$ cat src/rtl/car_sensor_emulator_pkg.sv
`default_nettype none
// +--------------------------------------------------------------------+
// | Module   : car_sensor_pkg                                          |
// | Brief    : States, direction and sensor encodings shared by the    |
// |            parking-gate sensor emulator.                           |
// | Revision : 1.0 - initial release                                   |
// +--------------------------------------------------------------------+
package car_sensor_pkg;

  typedef enum logic [2:0] {
    S_IDLE = 3'd0,
    S_P1   = 3'd1,
    S_P2   = 3'd2,
    S_P3   = 3'd3,
    S_GAP  = 3'd4
  } t_emu_state;

  typedef enum logic {
    DIR_ENTER = 1'b0,
    DIR_EXIT  = 1'b1
  } t_dir;

  // Sensor encodings as {a,b}
  localparam logic [1:0] c_ab_clear  = 2'b00;
  localparam logic [1:0] c_ab_a_only = 2'b10;
  localparam logic [1:0] c_ab_both   = 2'b11;
  localparam logic [1:0] c_ab_b_only = 2'b01;

  // Sensor pattern a car produces in a given phase and direction.
  function automatic logic [1:0] f_sensor_ab(input t_emu_state s, input t_dir d);
    logic [1:0] v_ab;
    v_ab = c_ab_clear;
    case (s)
      S_P1:    v_ab = (d == DIR_ENTER) ? c_ab_a_only : c_ab_b_only;
      S_P2:    v_ab = c_ab_both;
      S_P3:    v_ab = (d == DIR_ENTER) ? c_ab_b_only : c_ab_a_only;
      default: v_ab = c_ab_clear;
    endcase
    return v_ab;
  endfunction

endpackage
`default_nettype wire

$ cat src/rtl/car_sensor_emulator_if.sv
`default_nettype none
// +--------------------------------------------------------------------+
// | Module   : car_sensor_emulator_if                                  |
// | Brief    : Control handshake and emulated sensor outputs of the    |
// |            car sensor emulator.                                    |
// | Revision : 1.0 - initial release                                   |
// +--------------------------------------------------------------------+
interface car_sensor_emulator_if #(
  parameter int DWELL_W = 8,
  parameter int COUNT_W = 8
);
  logic               i_start_enter;
  logic               i_start_exit;
  logic [DWELL_W-1:0] i_dwell;
  logic [COUNT_W-1:0] i_num_cars;
  logic               i_abort;
  logic               o_a;
  logic               o_b;
  logic               o_busy;
  logic               o_done;
  logic [COUNT_W-1:0] o_remaining;

  // Controller side: issues requests, observes sensors and status
  modport master (
    output i_start_enter, i_start_exit, i_dwell, i_num_cars, i_abort,
    input  o_a, o_b, o_busy, o_done, o_remaining
  );

  // Emulator side
  modport slave (
    input  i_start_enter, i_start_exit, i_dwell, i_num_cars, i_abort,
    output o_a, o_b, o_busy, o_done, o_remaining
  );
endinterface
`default_nettype wire

$ cat src/rtl/car_sensor_emulator_phase_timer.sv
`default_nettype none
// +--------------------------------------------------------------------+
// | Module   : phase_timer                                             |
// | Brief    : Loadable down-counter with terminal-count flag; times   |
// |            both the dwell phases and the inter-car gap.            |
// | Revision : 1.0 - initial release                                   |
// +--------------------------------------------------------------------+
module phase_timer #(
  parameter int WIDTH = 8
) (
  input  wire logic             i_clk,
  input  wire logic             i_rst,
  input  wire logic             i_load,
  input  wire logic [WIDTH-1:0] i_load_value,
  output logic                  o_tc
);

  logic [WIDTH-1:0] r_count;

  // Load on phase entry, otherwise count down and hold at zero
  always_ff @(posedge i_clk) begin
    if (i_rst) begin
      r_count <= '0;
    end else if (i_load) begin
      r_count <= i_load_value;
    end else if (r_count != '0) begin
      r_count <= r_count - 1'b1;
    end
  end

  assign o_tc = (r_count == '0);

endmodule
`default_nettype wire

$ cat src/rtl/car_sensor_emulator.sv
`default_nettype none
// +--------------------------------------------------------------------+
// | Module   : car_sensor_emulator                                     |
// | Brief    : Emits N back-to-back two-sensor car waveforms in one    |
// |            direction with programmable dwell and fixed gap.        |
// | Revision : 1.0 - initial release                                   |
// +--------------------------------------------------------------------+
module car_sensor_emulator
  import car_sensor_pkg::*;
#(
  parameter int DWELL_W    = 8,
  parameter int COUNT_W    = 8,
  parameter int GAP_CYCLES = 4
) (
  input wire logic              i_clk,
  input wire logic              i_rst,
  car_sensor_emulator_if.slave  bus
);

  // Gap length below one behaves as one; timer holds length-1.
  localparam int                 c_gap_eff  = (GAP_CYCLES < 1) ? 1 : GAP_CYCLES;
  localparam logic [DWELL_W-1:0] c_gap_load = DWELL_W'(c_gap_eff - 1);

  t_emu_state         r_state;
  t_emu_state         w_state_next;
  t_dir               r_dir;
  t_dir               w_dir_next;
  logic [DWELL_W-1:0] r_dwell_m1;
  logic [DWELL_W-1:0] w_dwell_m1_next;
  logic [COUNT_W-1:0] r_remaining;
  logic [COUNT_W-1:0] w_remaining_next;
  logic               w_done_next;
  logic               w_load;
  logic [DWELL_W-1:0] w_load_value;
  logic               w_tc;
  logic               w_start;
  logic [DWELL_W-1:0] w_start_dwell_m1;
  logic               r_a;
  logic               r_b;
  logic               r_busy;
  logic               r_done;

  // Dwell of zero is treated as one cycle, so D-1 is simply clamped at 0.
  assign w_start          = bus.i_start_enter | bus.i_start_exit;
  assign w_start_dwell_m1 = (bus.i_dwell == '0) ? '0 : (bus.i_dwell - 1'b1);

  phase_timer #(
    .WIDTH (DWELL_W)
  ) u_phase_timer (
    .i_clk        (i_clk),
    .i_rst        (i_rst),
    .i_load       (w_load),
    .i_load_value (w_load_value),
    .o_tc         (w_tc)
  );

  // Next-state, timer reload and car bookkeeping
  always_comb begin
    w_state_next     = r_state;
    w_dir_next       = r_dir;
    w_dwell_m1_next  = r_dwell_m1;
    w_remaining_next = r_remaining;
    w_done_next      = 1'b0;
    w_load           = 1'b0;
    w_load_value     = r_dwell_m1;

    if (r_state == S_IDLE) begin
      // Abort outranks a start even when idle
      if (!bus.i_abort && w_start && (bus.i_num_cars != '0)) begin
        w_state_next     = S_P1;
        w_dir_next       = bus.i_start_enter ? DIR_ENTER : DIR_EXIT;
        w_dwell_m1_next  = w_start_dwell_m1;
        w_remaining_next = bus.i_num_cars;
        w_load           = 1'b1;
        w_load_value     = w_start_dwell_m1;
      end
    end else if (bus.i_abort) begin
      w_state_next     = S_IDLE;
      w_remaining_next = '0;
    end else if (w_tc) begin
      case (r_state)
        S_P1: begin
          w_state_next = S_P2;
          w_load       = 1'b1;
        end
        S_P2: begin
          w_state_next = S_P3;
          w_load       = 1'b1;
        end
        S_P3: begin
          w_state_next = S_GAP;
          w_load       = 1'b1;
          w_load_value = c_gap_load;
        end
        S_GAP: begin
          w_remaining_next = r_remaining - 1'b1;
          if (r_remaining == COUNT_W'(1)) begin
            w_state_next = S_IDLE;
            w_done_next  = 1'b1;
          end else begin
            w_state_next = S_P1;
            w_load       = 1'b1;
          end
        end
        default: begin
          w_state_next = S_IDLE;
        end
      endcase
    end
  end

  // State and registered outputs, derived from the upcoming state
  always_ff @(posedge i_clk) begin
    if (i_rst) begin
      r_state     <= S_IDLE;
      r_dir       <= DIR_ENTER;
      r_dwell_m1  <= '0;
      r_remaining <= '0;
      r_a         <= 1'b0;
      r_b         <= 1'b0;
      r_busy      <= 1'b0;
      r_done      <= 1'b0;
    end else begin
      r_state      <= w_state_next;
      r_dir        <= w_dir_next;
      r_dwell_m1   <= w_dwell_m1_next;
      r_remaining  <= w_remaining_next;
      {r_a, r_b}   <= f_sensor_ab(w_state_next, w_dir_next);
      r_busy       <= (w_state_next != S_IDLE);
      r_done       <= w_done_next;
    end
  end

  assign bus.o_a         = r_a;
  assign bus.o_b         = r_b;
  assign bus.o_busy      = r_busy;
  assign bus.o_done      = r_done;
  assign bus.o_remaining = r_remaining;

endmodule
`default_nettype wire

$ cat src/flat_wrapper.sv
// flat-port wrapper written by rule: the top's interface ports become plain ports
module car_sensor_emulator_flat import car_sensor_pkg::*;
#(
  parameter int DWELL_W    = 8,
  parameter int COUNT_W    = 8,
  parameter int GAP_CYCLES = 4
)
  (i_clk, i_rst, bus_i_start_enter, bus_i_start_exit, bus_i_dwell, bus_i_num_cars, bus_i_abort, bus_o_a, bus_o_b, bus_o_busy, bus_o_done, bus_o_remaining);
  car_sensor_emulator_if #(.DWELL_W(DWELL_W), .COUNT_W(COUNT_W)) bus_i ();
  input wire logic i_clk;
  input wire logic i_rst;
  input wire logic [$bits(bus_i.i_start_enter)-1:0] bus_i_start_enter;
  input wire logic [$bits(bus_i.i_start_exit)-1:0] bus_i_start_exit;
  input wire logic [$bits(bus_i.i_dwell)-1:0] bus_i_dwell;
  input wire logic [$bits(bus_i.i_num_cars)-1:0] bus_i_num_cars;
  input wire logic [$bits(bus_i.i_abort)-1:0] bus_i_abort;
  output wire logic [$bits(bus_i.o_a)-1:0] bus_o_a;
  output wire logic [$bits(bus_i.o_b)-1:0] bus_o_b;
  output wire logic [$bits(bus_i.o_busy)-1:0] bus_o_busy;
  output wire logic [$bits(bus_i.o_done)-1:0] bus_o_done;
  output wire logic [$bits(bus_i.o_remaining)-1:0] bus_o_remaining;
  assign bus_i.i_start_enter = bus_i_start_enter;
  assign bus_i.i_start_exit = bus_i_start_exit;
  assign bus_i.i_dwell = bus_i_dwell;
  assign bus_i.i_num_cars = bus_i_num_cars;
  assign bus_i.i_abort = bus_i_abort;
  assign bus_o_a = bus_i.o_a;
  assign bus_o_b = bus_i.o_b;
  assign bus_o_busy = bus_i.o_busy;
  assign bus_o_done = bus_i.o_done;
  assign bus_o_remaining = bus_i.o_remaining;
  car_sensor_emulator #(.DWELL_W(DWELL_W), .COUNT_W(COUNT_W), .GAP_CYCLES(GAP_CYCLES)) u_core (.i_clk(i_clk), .i_rst(i_rst), .bus(bus_i));
endmodule
$ cat config.mk
export PLATFORM = sky130hd
export DESIGN_NAME = car_sensor_emulator_flat
export DESIGN_NICKNAME = d
export VERILOG_FILES = /design/src/rtl/car_sensor_emulator_pkg.sv /design/src/rtl/car_sensor_emulator_if.sv /design/src/rtl/car_sensor_emulator_phase_timer.sv /design/src/rtl/car_sensor_emulator.sv /design/src/flat_wrapper.sv
export SDC_FILE = /design/constraint.sdc
export NUM_CORES = 1
export LEC_CHECK = 0
export ABC_AREA = 1
export BUFFER_PORTS_ARGS = -buffer_cell sky130_fd_sc_hd__clkbuf_2
export CAP_MARGIN = 20
export CORE_MARGIN = 4
export CORE_UTILIZATION = 56
export DETAILED_ROUTE_END_ITERATION = 10
export PLACE_DENSITY = 0.9
export SYNTH_ARGS = -nofsm -noshare
export SYNTH_HDL_FRONTEND = slang
export SYNTH_HIERARCHICAL = 1
export SYNTH_SLANG_ARGS = --single-unit
$ cat constraint.sdc
create_clock -name i_clk -period 2.8 [get_ports i_clk]
set_input_delay 0.42 -clock i_clk [delete_from_list [all_inputs] [get_ports i_clk]]
set_output_delay 0.42 -clock i_clk [all_outputs]
set_load 0.03 [all_outputs]
==> key figures <==
Placement
  – GP Congestion: 0.830
  – IO buf count: 32
  – HPWL after DPL: 3.31 mm

Worst hold path
  – Hold Path Class: in -> reg
  – Hold Path End: u_core/r_dwell_m1[0]$_SDFFE_PP0P_
  – Hold Startpoint: bus_i_dwell[0]
  – Worst hold path stage count: 4

Drt
  – Vias: 1901
  – Post-DR wirelength/cell: 11.4 um
  – Drt first pass iters: 4
  – Vias per inst: 5.10
  – Number of DRC markers in iteration 0: 150
  – Max layer used: met4
  – Met1 Wirelength: 1.97 mm
  – Detail Route met3 WL: 247 um
  – WL final: 4.25 mm
  – Met2 wire len: 2.01 mm
  – Residual DRC: 0
  – Post-detailed-route count of antenna-violating nets: 0

Critical path
  – Arr. time, crit path: 2.41 ns
  – Worst r2r dst: u_core/u_phase_timer/r_count[2]$_SDFFE_PP0P_
  – Reg2Reg Depth: 13
  – Worst EP required: 3.06 ns
  – Crit Path Class: reg -> reg
  – Critical path peak fanout: 9
  – RR Startpoint: u_core/u_phase_timer/r_count[0]$_SDFFE_PP0P_
  – CP endpoint kind: register
  – Startpoint type of the worst setup path: register
  – Setup slack, reg-to-reg: 0.66 ns

Synthesis
  – Post-Syn Area: 2010 um^2
  – Avg Cell Area, Syn: 6.85 um^2
  – Synth cell types: 37
  – Gate Count Post-Synth: 293
  – Synthesized flop and latch total: 32
  – Register area share after synthesis: 0.319
  – Ys Warns: 6
  – Syn_nets: 318

Floorplanning
  – Initial core utilization: 0.592
  – Full die area: 4610 um^2
  – DIE WIDTH: 67.9 um
  – Cell Rows: 21
  – Ports: 33
  – Die height: 67.9 um
  – Core Box Area: 3390 um^2

Timing
  – Fmax: 467 MHz
  – Unrepaired setup endpoints after global routing: false
  – Worst slew margin: 0.575
  – Final hold violations: 0
  – # setup viols final: 0
  – Final period util: 0.765
  – Clk_skew: 0.0124 ns
  – Max Transition Viols Final: 0
  – Slew of the pin with the lowest slew margin: 0.638 ns
  – Final hold slack: 0.411 ns
  – Setup_tns: 0 ns
  – Final worst path period need: 2.14 ns

Global route
  – Global-route wire length before repair: 7.20 mm
  – Vias in the first global route: 1640
  – GRT Util Overall: 0.206
  – Total grt overflow: 0
  – Largest net degree at the start of global routing: 30
  – Initial antenna violation count: 0

Clock tree
  – Root Buffer: clkbuf_4
  – Longest Clk Path Bufs: 2
  – Cts repair resizes: 0
  – Clock buffer count from CTS: 5
  – Total number of H-tree levels: 2
  – Clock sink count: 32
  – Hold_buf cts: 0
  – Setup Buffers After CTS: 0
  – Clock latency on the worst-skew pair: 0.33 ns
  – CTS tree: done
  – Reg clk slew, reported paths: 0.10 ns

Final layout
  – Antenna diodes: 0
  – Final net count: 352
  – Share of layout cells above drive strength 1: 0.211
  – Area grow syn2layout: 11.2%

Power and ir drop
  – Clk pwr share: 0.143
  – Tot Pwr: 1.71 mW
  – Psw: 767 uW
  – P_int: 940 uW
  – Max IR drop VDD: 477 uV
  – Combinational share of power: 0.491
  – P per Cell Area: 764 nW/um^2
  – Pleak: 1.06 nW
  – Reg power frac: 0.366
  – Switching Share: 0.449

Flow run
  – # Max-Cap Violations: 0

Outcome
  – Outcome: finished clean
==> critical path, stage by stage, from the launching register on <==
cell and delay [ns]:
dfxtp_1 0.33, inv_1 0.13, ha_1 0.24, nand2_2 0.12, nor2_8 0.17, inv_1 0.05, nor2_1 0.15, inv_1 0.08
o31ai_1 0.23, buf_4 0.20, inv_2 0.07, nand2_2 0.10, inv_2 0.05, nor3_1 0.16
==> placed cells by master, fill, tap and decap left out, types with 2 or more instances in the layout <==
master	Yosys	layout
a211oi_2	4	4
a21oi_1	10	10
a22oi_2	2	2
a31oi_1	3	3
clkbuf_2	0	32
clkbuf_4	0	5
dfxtp_1	32	32
ha_1	4	4
inv_1	30	30
inv_2	3	3
nand2_1	56	56
nand2_2	3	3
nand3_1	9	9
nand4_1	3	3
nor2_1	65	65
nor2_2	4	4
nor2_4	2	2
nor3_1	7	7
nor3_2	2	2
o21a_1	2	2
o21ai_0	18	18
o21ai_1	3	3
o21ai_2	2	2
xnor2_1	6	6
xor2_1	6	6
==> metrics by stage <==
step,instance area [um^2],setup WS (ns),instances,utilization
after detailed placement,2190,0.582,366,0.645
after global routing,2230,0.407,373,0.659
after CTS,2230,0.662,373,0.659
after floorplan,2010,0.841,293,-
after global placement,2190,0.681,366,0.645
final,2230,0.658,373,0.659
==> layout make-up <==
class | instances | area, um^2
clock inverter | 1 | 5.00
tap | 46 | 57.6
multi-input combinational | 221 | 1190
fill | 309 | 1160
clock buffer | 6 | 41.3
timing repair buffer | 33 | 168
sequential | 32 | 641
inverter | 34 | 130
==> power by group through the flow <==
stage,Clock [mW],Sequential [mW],Combinational (mW)
after floorplan,0,0.670,0.640
after global placement,0,0.631,0.811
after detailed placement,0,0.634,0.830
after CTS,0.252,0.624,0.835
after global routing,0.279,0.637,0.951
final,0.244,0.626,0.837
==> registers in the layout, summed over array words and instances (netlist names) <==
register / cells
u_core/bus.o_a: 1
u_core/bus.o_b: 1
u_core/bus.o_busy: 1
u_core/bus.o_done: 1
u_core/bus.o_remaining: 8
u_core/r_dir: 1
u_core/r_dwell_m1: 8
u_core/r_state: 3
u_core/u_phase_timer/r_count: 8
==> how the worst max path moves through the flow <==
stage                                                      start                                      endpoint  cells past startpoint
floorplan           u_core/u_phase_timer/r_count[0]$_SDFFE_PP0P_  u_core/u_phase_timer/r_count[1]$_SDFFE_PP0P_                     14
finish              u_core/u_phase_timer/r_count[0]$_SDFFE_PP0P_  u_core/u_phase_timer/r_count[2]$_SDFFE_PP0P_                     13
global placement                                  bus_i_dwell[0]  u_core/u_phase_timer/r_count[1]$_SDFFE_PP0P_                     14
detailed placement                                bus_i_dwell[0]  u_core/u_phase_timer/r_count[5]$_SDFFE_PP0P_                     14
CTS                 u_core/u_phase_timer/r_count[0]$_SDFFE_PP0P_  u_core/u_phase_timer/r_count[2]$_SDFFE_PP0P_                     13
global route        u_core/u_phase_timer/r_count[0]$_SDFFE_PP0P_  u_core/u_phase_timer/r_count[2]$_SDFFE_PP0P_                     13
==> metal layers <==
| layer | vias up | global-route usage |
|---|---|---|
| met2 | 55 | 0.344 |
| met4 | 0 | 0.0521 |
| li1 | 1005 | - |
| met5 | - | 0 |
| met3 | 2 | 0.0542 |
| met1 | 839 | 0.263 |
==> cell usage after synthesis <==
master,number,share of area
nor2_2,4,0.012
dfxtp_1,32,0.32
xor2_1,6,0.026
nand3_4,1,0.0087
nand3_2,1,0.0050
a21oi_4,1,0.0081
o211ai_1,1,0.0037
nor3_1,7,0.017
nor2_8,1,0.010
xnor2_1,6,0.026
buf_2,1,0.0025
o21ai_0,18,0.045
ha_1,4,0.025
inv_4,1,0.0031
nor2_1,65,0.12
nand4_1,3,0.0093
a21oi_1,10,0.025
o31ai_1,1,0.0037
nand3_1,9,0.022
nor3_2,2,0.010
o21ai_2,2,0.0087
a22oi_2,2,0.012
a31oi_1,3,0.0093
o21ai_1,3,0.0075
clkbuf_1,2,0.0037
buf_6,3,0.017
nor4_1,1,0.0031
nor3b_2,1,0.0062
nand2_1,56,0.10
inv_1,30,0.056
a21oi_2,1,0.0044
a211oi_2,4,0.025
nand2_2,3,0.0093
inv_2,3,0.0056
o21a_1,2,0.0075
or2_4,1,0.0044
nor2_4,2,0.011
==> cell families (layout without fill, tap and decap cells) <==
kind of cell | count (synthesis) | in the layout | synth area share
fa+ha+maj | 4 | 4 | 0.0249
buf+inv | 40 | 74 | 0.0879
flops | 32 | 32 | 0.319
compound gates | 48 | 48 | 0.160
simple gates | 157 | 157 | 0.356
xor+xnor | 12 | 12 | 0.0523
No activity file was read; power rests on OpenSTA's default activity.
